[src/rtl/hazard_ctrl_pkg.sv]
// Shared types and encodings for the pipeline hazard unit.
// Used by the forwarding selectors and the hazard sequencer.
package cpu_hazard_pkg;

   typedef enum logic [0:0] {
      RUN      = 1'b0,
      MEM_WAIT = 1'b1
   } hz_state_t;

   localparam logic [2:0] FWD_RD = 3'b000;
   localparam logic [2:0] FWD_W  = 3'b001;
   localparam logic [2:0] FWD_M  = 3'b010;

   localparam logic [1:0] RESULTSRC_LOAD = 2'b01;

   // x0 is hardwired to zero, so a write to it never produces a forwardable value.
   function automatic logic reg_hit(input logic we, input logic [4:0] rd, input logic [4:0] rs);
      return we && (rd != 5'd0) && (rd == rs);
   endfunction

endpackage

[src/rtl/hazard_ctrl_if.sv]
// Bundle between the pipeline datapath (master) and the hazard sequencer (slave).
// The master drives register/control observations and consumes stall, flush and forward selects.
interface hazard_ctrl_if #(
   parameter int CNT_W = 32
);
   logic [4:0]       Rs1D;
   logic [4:0]       Rs2D;
   logic [4:0]       Rs1E;
   logic [4:0]       Rs2E;
   logic [4:0]       RdE;
   logic [4:0]       RdM;
   logic [4:0]       RdW;
   logic             RegWriteM;
   logic             RegWriteW;
   logic [1:0]       ResultSrcE;
   logic             PCSrcE;
   logic             MemReqM;
   logic             MemReadyM;
   logic [2:0]       ForwardAE;
   logic [2:0]       ForwardBE;
   logic             StallF;
   logic             StallD;
   logic             StallE;
   logic             FlushD;
   logic             FlushE;
   logic [CNT_W-1:0] StallCnt;
   logic             MemTimeout;

   modport master (
      output Rs1D, Rs2D, Rs1E, Rs2E, RdE, RdM, RdW,
      output RegWriteM, RegWriteW, ResultSrcE, PCSrcE, MemReqM, MemReadyM,
      input  ForwardAE, ForwardBE, StallF, StallD, StallE, FlushD, FlushE,
      input  StallCnt, MemTimeout
   );

   modport slave (
      input  Rs1D, Rs2D, Rs1E, Rs2E, RdE, RdM, RdW,
      input  RegWriteM, RegWriteW, ResultSrcE, PCSrcE, MemReqM, MemReadyM,
      output ForwardAE, ForwardBE, StallF, StallD, StallE, FlushD, FlushE,
      output StallCnt, MemTimeout
   );
endinterface

[src/rtl/hazard_ctrl_fwd_sel.sv]
// Operand forwarding priority for one Execute-stage source register.
// The younger M-stage result shadows the older W-stage result.
module fwd_sel
   import cpu_hazard_pkg::*;
(
   input  logic [4:0] rs,
   input  logic [4:0] rd_m,
   input  logic [4:0] rd_w,
   input  logic       reg_write_m,
   input  logic       reg_write_w,
   output logic [2:0] sel
);

   always_comb begin
      sel = FWD_RD;
      if (reg_hit(reg_write_m, rd_m, rs)) begin
         sel = FWD_M;
      end else if (reg_hit(reg_write_w, rd_w, rs)) begin
         sel = FWD_W;
      end
   end

endmodule

[src/rtl/hazard_ctrl.sv]
// Hazard sequencer: operand forwarding, load-use stall, branch flush and a
// whole-pipe freeze while a data-memory access waits, plus stall/timeout monitors.
module hazard_ctrl
   import cpu_hazard_pkg::*;
#(
   parameter int          CNT_W   = 32,
   parameter int unsigned TIMEOUT = 255
) (
   input  logic           clk,
   input  logic           rst,
   hazard_ctrl_if.slave   hz
);

   localparam int WAIT_W = (TIMEOUT > 1) ? $clog2(TIMEOUT + 1) : 1;

   hz_state_t        state_reg;
   logic [WAIT_W-1:0] wait_cnt_reg;
   logic [CNT_W-1:0]  stall_cnt_reg;
   logic              mem_timeout_reg;

   logic       freeze;
   logic       lw_stall;
   logic       stall_f;
   logic       stall_d;
   logic       stall_e;
   logic       flush_d;
   logic       flush_e;
   logic [4:0] rs_e  [2];
   logic [2:0] fwd_w [2];

   assign rs_e[0] = hz.Rs1E;
   assign rs_e[1] = hz.Rs2E;

   generate
      for (genvar gi = 0; gi < 2; gi++) begin : g_fwd
         fwd_sel u_fwd_sel (
            .rs          (rs_e[gi]),
            .rd_m        (hz.RdM),
            .rd_w        (hz.RdW),
            .reg_write_m (hz.RegWriteM),
            .reg_write_w (hz.RegWriteW),
            .sel         (fwd_w[gi])
         );
      end
   endgenerate

   // A miss freezes the pipe in the very cycle it is seen, before the FSM has moved.
   assign freeze = !hz.MemReadyM &&
                   ((state_reg == RUN && hz.MemReqM) || (state_reg == MEM_WAIT));

   assign lw_stall = (hz.ResultSrcE == RESULTSRC_LOAD) && (hz.RdE != 5'd0) &&
                     ((hz.RdE == hz.Rs1D) || (hz.RdE == hz.Rs2D));

   always_comb begin
      stall_f = 1'b0;
      stall_d = 1'b0;
      stall_e = 1'b0;
      flush_d = 1'b0;
      flush_e = 1'b0;
      if (rst) begin
         flush_d = 1'b1;
         flush_e = 1'b1;
      end else if (freeze) begin
         // E is held, so a pending branch flush is simply deferred to the release cycle.
         stall_f = 1'b1;
         stall_d = 1'b1;
         stall_e = 1'b1;
      end else if (hz.PCSrcE) begin
         flush_d = 1'b1;
         flush_e = 1'b1;
      end else if (lw_stall) begin
         stall_f = 1'b1;
         stall_d = 1'b1;
         flush_e = 1'b1;
      end
   end

   always_ff @(posedge clk or posedge rst) begin
      if (rst) begin
         state_reg       <= RUN;
         wait_cnt_reg    <= '0;
         stall_cnt_reg   <= '0;
         mem_timeout_reg <= 1'b0;
      end else begin
         if (stall_f && (stall_cnt_reg != '1)) begin
            stall_cnt_reg <= stall_cnt_reg + 1'b1;
         end
         case (state_reg)
            RUN: begin
               if (hz.MemReqM && !hz.MemReadyM) begin
                  state_reg    <= MEM_WAIT;
                  wait_cnt_reg <= '0;
               end
            end
            MEM_WAIT: begin
               if (hz.MemReadyM) begin
                  state_reg <= RUN;
               end
               // Counter parks at TIMEOUT; the flag is sticky so one hit is enough.
               if (32'(wait_cnt_reg) < TIMEOUT) begin
                  wait_cnt_reg <= wait_cnt_reg + 1'b1;
               end
               if ((TIMEOUT != 0) && (32'(wait_cnt_reg) + 32'd1 == TIMEOUT)) begin
                  mem_timeout_reg <= 1'b1;
               end
            end
            default: state_reg <= RUN;
         endcase
      end
   end

   assign hz.ForwardAE  = rst ? FWD_RD : fwd_w[0];
   assign hz.ForwardBE  = rst ? FWD_RD : fwd_w[1];
   assign hz.StallF     = stall_f;
   assign hz.StallD     = stall_d;
   assign hz.StallE     = stall_e;
   assign hz.FlushD     = flush_d;
   assign hz.FlushE     = flush_e;
   assign hz.StallCnt   = stall_cnt_reg;
   assign hz.MemTimeout = mem_timeout_reg;

endmodule

[src/flat_wrapper.sv]
// flat-port wrapper written by rule: the top's interface ports become plain ports
module hazard_ctrl_flat import cpu_hazard_pkg::*;
#(
   parameter int          CNT_W   = 32,
   parameter int unsigned TIMEOUT = 255
)
  (clk, rst, hz_Rs1D, hz_Rs2D, hz_Rs1E, hz_Rs2E, hz_RdE, hz_RdM, hz_RdW, hz_RegWriteM, hz_RegWriteW, hz_ResultSrcE, hz_PCSrcE, hz_MemReqM, hz_MemReadyM, hz_ForwardAE, hz_ForwardBE, hz_StallF, hz_StallD, hz_StallE, hz_FlushD, hz_FlushE, hz_StallCnt, hz_MemTimeout);
  hazard_ctrl_if #(.CNT_W(CNT_W)) hz_i ();
  input  logic clk;
  input  logic rst;
  input wire logic [$bits(hz_i.Rs1D)-1:0] hz_Rs1D;
  input wire logic [$bits(hz_i.Rs2D)-1:0] hz_Rs2D;
  input wire logic [$bits(hz_i.Rs1E)-1:0] hz_Rs1E;
  input wire logic [$bits(hz_i.Rs2E)-1:0] hz_Rs2E;
  input wire logic [$bits(hz_i.RdE)-1:0] hz_RdE;
  input wire logic [$bits(hz_i.RdM)-1:0] hz_RdM;
  input wire logic [$bits(hz_i.RdW)-1:0] hz_RdW;
  input wire logic [$bits(hz_i.RegWriteM)-1:0] hz_RegWriteM;
  input wire logic [$bits(hz_i.RegWriteW)-1:0] hz_RegWriteW;
  input wire logic [$bits(hz_i.ResultSrcE)-1:0] hz_ResultSrcE;
  input wire logic [$bits(hz_i.PCSrcE)-1:0] hz_PCSrcE;
  input wire logic [$bits(hz_i.MemReqM)-1:0] hz_MemReqM;
  input wire logic [$bits(hz_i.MemReadyM)-1:0] hz_MemReadyM;
  output wire logic [$bits(hz_i.ForwardAE)-1:0] hz_ForwardAE;
  output wire logic [$bits(hz_i.ForwardBE)-1:0] hz_ForwardBE;
  output wire logic [$bits(hz_i.StallF)-1:0] hz_StallF;
  output wire logic [$bits(hz_i.StallD)-1:0] hz_StallD;
  output wire logic [$bits(hz_i.StallE)-1:0] hz_StallE;
  output wire logic [$bits(hz_i.FlushD)-1:0] hz_FlushD;
  output wire logic [$bits(hz_i.FlushE)-1:0] hz_FlushE;
  output wire logic [$bits(hz_i.StallCnt)-1:0] hz_StallCnt;
  output wire logic [$bits(hz_i.MemTimeout)-1:0] hz_MemTimeout;
  assign hz_i.Rs1D = hz_Rs1D;
  assign hz_i.Rs2D = hz_Rs2D;
  assign hz_i.Rs1E = hz_Rs1E;
  assign hz_i.Rs2E = hz_Rs2E;
  assign hz_i.RdE = hz_RdE;
  assign hz_i.RdM = hz_RdM;
  assign hz_i.RdW = hz_RdW;
  assign hz_i.RegWriteM = hz_RegWriteM;
  assign hz_i.RegWriteW = hz_RegWriteW;
  assign hz_i.ResultSrcE = hz_ResultSrcE;
  assign hz_i.PCSrcE = hz_PCSrcE;
  assign hz_i.MemReqM = hz_MemReqM;
  assign hz_i.MemReadyM = hz_MemReadyM;
  assign hz_ForwardAE = hz_i.ForwardAE;
  assign hz_ForwardBE = hz_i.ForwardBE;
  assign hz_StallF = hz_i.StallF;
  assign hz_StallD = hz_i.StallD;
  assign hz_StallE = hz_i.StallE;
  assign hz_FlushD = hz_i.FlushD;
  assign hz_FlushE = hz_i.FlushE;
  assign hz_StallCnt = hz_i.StallCnt;
  assign hz_MemTimeout = hz_i.MemTimeout;
  hazard_ctrl #(.CNT_W(CNT_W), .TIMEOUT(TIMEOUT)) u_core (.clk(clk), .rst(rst), .hz(hz_i));
endmodule
[config.mk]
export PLATFORM = sky130hd
export DESIGN_NAME = hazard_ctrl_flat
export DESIGN_NICKNAME = d
export VERILOG_FILES = /design/src/rtl/hazard_ctrl_pkg.sv /design/src/rtl/hazard_ctrl_if.sv /design/src/rtl/hazard_ctrl_fwd_sel.sv /design/src/rtl/hazard_ctrl.sv /design/src/flat_wrapper.sv
export SDC_FILE = /design/constraint.sdc
export NUM_CORES = 1
export LEC_CHECK = 0
export CAP_MARGIN = 25
export CORE_MARGIN = 2
export CORE_UTILIZATION = 49
export CTS_CLUSTER_DIAMETER = 50
export DETAILED_ROUTE_END_ITERATION = 7
export MAX_ROUTING_LAYER = met4
export PLACE_DENSITY = 0.85
export SYNTH_ARGS = -nofsm -noshare
export SYNTH_HDL_FRONTEND = slang
export SYNTH_HIERARCHICAL = 1
export SYNTH_SLANG_ARGS = --single-unit
[constraint.sdc]
create_clock -name clk -period 2.7 [get_ports clk]
set_input_delay 0.27 -clock clk [delete_from_list [all_inputs] [get_ports clk]]
set_output_delay 0.27 -clock clk [all_outputs]
set_load 0.05 [all_outputs]
======== Word level (Yosys, flattened, before mapping) ========
Index checks and enable logic that the tools add are counted.
storage, ports and cells
  bits of input ports ..................... 44
  flip-flop bits (word level) ............. 42
  output and inout port bits .............. 44
cells by class
  reductions and logical operators ........ 20
  bitwise gates (word level) .............. 1
  magnitude comparators ................... 1
  add/sub/neg operators ................... 3
  mux-type cells .......................... 24
  eq/ne operators ......................... 11
operators by type and width
  operator                                                          number
  32-bit by 1-bit adder with 32-bit output, second input constant   1
  32-bit by 8-bit == test with 1-bit output, second input constant  1
  32-bit inequality test, second input constant                     1
  5-bit == test                                                     6
  1-bit 2-to-1 mux                                                  16
  8-bit 2-to-1 mux                                                  2
  8-bit one-hot mux with 2 select lines                             1
  5-bit nonzero test                                                3
  1-bit logical AND                                                 12
  8-bit by 1-bit adder with 9-bit output, second input constant     1
  8-bit by 1-bit adder with 8-bit output, second input constant     1
  8-bit less-than comparator, second input constant                 1
  2-bit 2-to-1 mux                                                  4
  2-bit inequality test, second input constant                      2
  2-bit AND reduction                                               2
  2-bit by 1-bit == test with 1-bit output, second input constant   1
  1-bit logical OR                                                  2
  1-bit one-hot mux with 2 select lines                             1
  1-bit zero test                                                   1
  1-bit NOT                                                         1

======== Logic depth before layout (Yosys ltp) ========
  word-level depth ........................ 8
  gate-level depth with buffers ........... 8
  gate-level depth less buffers ........... 7

======== Modules after synthesis ========
The synthesis kept the hierarchy.
modules (own cells, without submodules)
  module       area each (µm²)  instances  cells each
  hazard_ctrl  2249.7           1          225
  fwd_sel      162.7            2          22

======== Worst setup path before layout ========
No wires, ideal clock.
  kind .................................... register -> register
  start ................................... reg u_core.state_reg
  end ..................................... reg u_core.stall_cnt_reg[8], in the netlist u_core/hz.StallCnt[8]
  arrival time ............................ 2744 ps
  setup slack ............................. -185 ps
  setup time .............................. 141 ps
  buffers on the path ..................... 1
  stages on the path, launching flop included .. 8
  data required time ...................... 2559 ps
  cell sequence ........................... dfrtp_1 buf_2 nor2_1 nor3_1 a31o_4 nor3b_2 nand4_1 xnor2_1
between the ends
  longest elaborated chain between the ends .. 7
ends and longest elaborated chain
  element                            RTL line            source
  from (decl)                        hazard_ctrl.sv:16   hz_state_t state_reg;
  from (signal assigned)             hazard_ctrl.sv:80   state_reg <= RUN;
  from (signal assigned)             hazard_ctrl.sv:91   state_reg <= MEM_WAIT;
  from (signal assigned)             hazard_ctrl.sv:97   state_reg <= RUN;
  1-bit NOT                          hazard_ctrl.sv:49   ((state_reg == RUN && hz.MemReqM) || (state_reg == MEM_WAIT));
  1-bit logical AND                  hazard_ctrl.sv:49
  1-bit logical OR (*)               hazard_ctrl.sv:49
  1-bit logical AND (*)              hazard_ctrl.sv:48   assign freeze = !hz.MemReadyM &&
  1-bit 2-to-1 mux (*) (2 in a row)  -
  net hz_StallD                      flat_wrapper.sv:27  output wire logic [$bits(hz_i.StallD)-1:0] hz_StallD;
  1-bit logical AND (*)              hazard_ctrl.sv:85   if (stall_f && (stall_cnt_reg != '1)) begin
  to (signal assigned)               hazard_ctrl.sv:86   stall_cnt_reg <= stall_cnt_reg + 1'b1;
  to (decl)                          hazard_ctrl.sv:18   logic [CNT_W-1:0] stall_cnt_reg;
Mark *: on every way through the listed nets, which the timed path passes. The rest lies on a longest branch.
A chain may end at the register's enable or synchronous reset.

======== Worst setup path after layout ========
  start ................................... reg u_core.state_reg
  end ..................................... out hz_FlushD
between the ends
  longest elaborated chain between the ends .. 6
ends and longest elaborated chain
  element                RTL line            source
  1-bit NOT              hazard_ctrl.sv:49
  1-bit logical AND      hazard_ctrl.sv:49
  1-bit logical OR (*)   hazard_ctrl.sv:49
  1-bit logical AND (*)  hazard_ctrl.sv:48
  1-bit 2-to-1 mux (*)   hazard_ctrl.sv:63   end else if (freeze) begin
  1-bit 2-to-1 mux (*)   hazard_ctrl.sv:60   if (rst) begin
  to (decl)              flat_wrapper.sv:29  output wire logic [$bits(hz_i.FlushD)-1:0] hz_FlushD;
Mark *: on every way between the ends. The rest lies on a longest branch, timed or not.

==> impl_metrics.ini <==
[sta]
grt_setup_unrepaired = no
slew_headroom = 0.374
tns_ns = 0
period_minus_slack_ns = 2.27
tightest_slew_ns = 0.937
finalHoldViolCount = 0
finalClockSkew_ns = 0.00424
drv_slew = 0
setup-violations-final = 0
clock.fmax_mhz = 440
finalCritPeriodShare = 0.841

[final_layout]
final_cell_mix = 77 x clkdlybuf4s50_1, 44 x xnor2_1, 42 x dfrtp_1
num_antenna_cells = 0
final_net_count = 403
drive_above_1_share = 0.0871
area_growth_syn_to_layout_pct = 40.5
utilization = 0.713
final_common_cell = clkdlybuf4s50_1
largest_reg_flops = 32
finalNonFillerCells = 426

[worst_setup_path]
cp_top_family = buffers and inverters
slowest_stage = clkdlybuf4s50_1
r2r_start = u_core/hz.StallCnt[17]
path_common_cell = nor2_1
end_kind = output port
cp.buffers_inverters = 1
worstPathArrival_ns = 2.00
startpoint = u_core/state_reg
start_kind = register
cpPeakStageDelay_ns = 0.81
crit_chain = nor2_1 > nor3_2 > nor2_1 > clkdlybuf4s50_1
worstSetupPathType = reg2out
required_ns = 2.43
crit_fanout = 10

[yosys]
synthCells = 269
synth_cell_types = 42
synth_nets = 316
ys_warn_count = 6
synthArstFlopShare = 1.00
ys_ff_latch = 42
syn_avg_cell_area_um2 = 9.57
synth_edf_count = 0
syn_area_um2 = 2570
ys_seq_area_frac = 0.408
synth_ff_type = dfrtp_1

[drt]
drc = 0
num_vias = 2292
drt_iter0_drc = 135
wl_um = 6090
post_drt_via_cell_ratio = 5.38
dr.pass1.iters = 4
ant_nets = 0
wl_per_cell_um = 14.3

[pwr]
power.density_nw_per_um2 = 497
comb_power_share = 0.291
total_power_mw = 1.80
peakVddDrop_mv = 0.294
power.internal_mw = 1.21
leakage_nw = 1.48
seqPwrFrac = 0.430
power_switching_mw = 0.591
p_clk_frac = 0.279
p_sw_frac = 0.329

[cts]
clkTransAtPathRegs_ns = 0.08
cts-hold-fix-buffers = 0
cts_made_buffers = 5
cts_resized = 0
cts_max_level = 2
clk_path_buf_depth = 2
post-cts-setup-buffers = 0
cts_tree = built
cts_sinks = 42
cts_root_buf = clkbuf_8
clk_latency_ns = 0.29

[worst_hold_path]
worstHoldStart = u_core/hz.MemTimeout
hold_path_class = reg2reg

[floorplan]
coreArea_um2 = 5070
die_w_um = 76.5
ios = 88
start_util = 0.507
placementRows = 26
chipHeight_um = 76.5
die_area_um2 = 5850

[placement]
numPortBuffers = 85
post-dp-hpwl_um = 4850
gp_congestion = 0.825
placed_cells = 419

[global_route]
grt_pass1_vias = 2294
grt_overflow = 0
grt_max_degree = 43
grt_antenna_before_repair = 0
grt_usage = 0.227
grt_pass1_wl_um = 10400

[outcome]
status = completed

[run]
maxCapViolCount = 0
## area by class of cell
cell class | instances | area, µm²
clock buffer | 6 | 82.6
clock inverter | 1 | 30.0
fill | 415 | 1460
inverter | 8 | 30.0
multi-input combinational | 212 | 1450
sequential | 42 | 1050
tap | 70 | 87.6
timing repair buffer | 87 | 883
## worst reg2reg max path, stage by stage (launching register included)
cell	delay (ns)
dfrtp_1	0.45
and4_1	0.35
nand4_4	0.18
nor3_1	0.48
a31oi_1	0.18
nand3_2	0.20
nor3_1	0.10
xor2_1	0.15
## synthesized netlist by cell type (2+ instances only)
library cell / instances / area share
xnor2_1: 44 / 0.15
dfrtp_1: 42 / 0.41
nand2_1: 24 / 0.035
nor2_1: 20 / 0.029
nand3_1: 16 / 0.031
xor2_1: 16 / 0.054
nand4_1: 15 / 0.036
nor3_1: 12 / 0.023
inv_1: 8 / 0.012
a21oi_1: 7 / 0.014
and3_1: 7 / 0.017
nor2b_1: 7 / 0.017
o21ai_0: 7 / 0.014
and4_1: 3 / 0.010
buf_4: 3 / 0.0087
ha_1: 3 / 0.015
nand3b_1: 3 / 0.0087
a211oi_2: 2 / 0.0097
clkbuf_1: 2 / 0.0029
conb_1: 2 / 0.0029
nor3_2: 2 / 0.0078
nor3b_1: 2 / 0.0058
nor4_1: 2 / 0.0049
o41ai_2: 2 / 0.013
## worst paths after layout
kind,to,slack (ns),cells after the start
worst min-delay path,u_core/hz.MemTimeout,0.47,1
worst min register to register,u_core/hz.MemTimeout,0.47,1
max in group asynchronous,u_core/hz.StallCnt[29],1.72,3
worst max-delay path,hz_FlushD,0.43,4
worst max register to register,u_core/hz.StallCnt[29],0.49,7
min in group asynchronous,u_core/hz.StallCnt[12],0.62,3
## power by group through the flow
stage | logic [mW] | registers [mW] | clock network, mW
after CTS | 0.528 | 0.775 | 0.507
after global routing | 0.566 | 0.786 | 0.546
after floorplan | 0.216 | 0.877 | 0
final | 0.523 | 0.774 | 0.501
after detailed placement | 0.527 | 0.787 | 0
after global placement | 0.510 | 0.785 | 0
## logic make-up (layout without fill, tap and decap cells)
logic type,Yosys count,count (layout),synth area share
simple gates,120,120,0.256
fa+ha+maj,3,3,0.0146
flops,42,42,0.408
xor+xnor,60,60,0.204
mux,2,2,0.00826
compound gates,25,25,0.0763
other cells,2,2,0.00292
buf+inv,15,102,0.0296
## layer usage
layer	global-route usage	vias to the layer above	part of all wire
met5	-	-	0
met4	0.0727	0	0.017
met3	0.0486	9	0.059
met2	0.404	92	0.52
met1	0.256	1091	0.41
li1	-	1100	-
## through the flow
step	cell area, µm²	hold WS [ns]	setup WS (ns)
finish	3620	0.467	0.428
global route	3620	0.493	0.264
CTS	3620	0.475	0.410
detailed placement	3500	0.459	0.327
global placement	3500	0.460	0.395
floorplan	2580	0.336	0.350
Note: power is estimated with default switching activity, not from simulation.
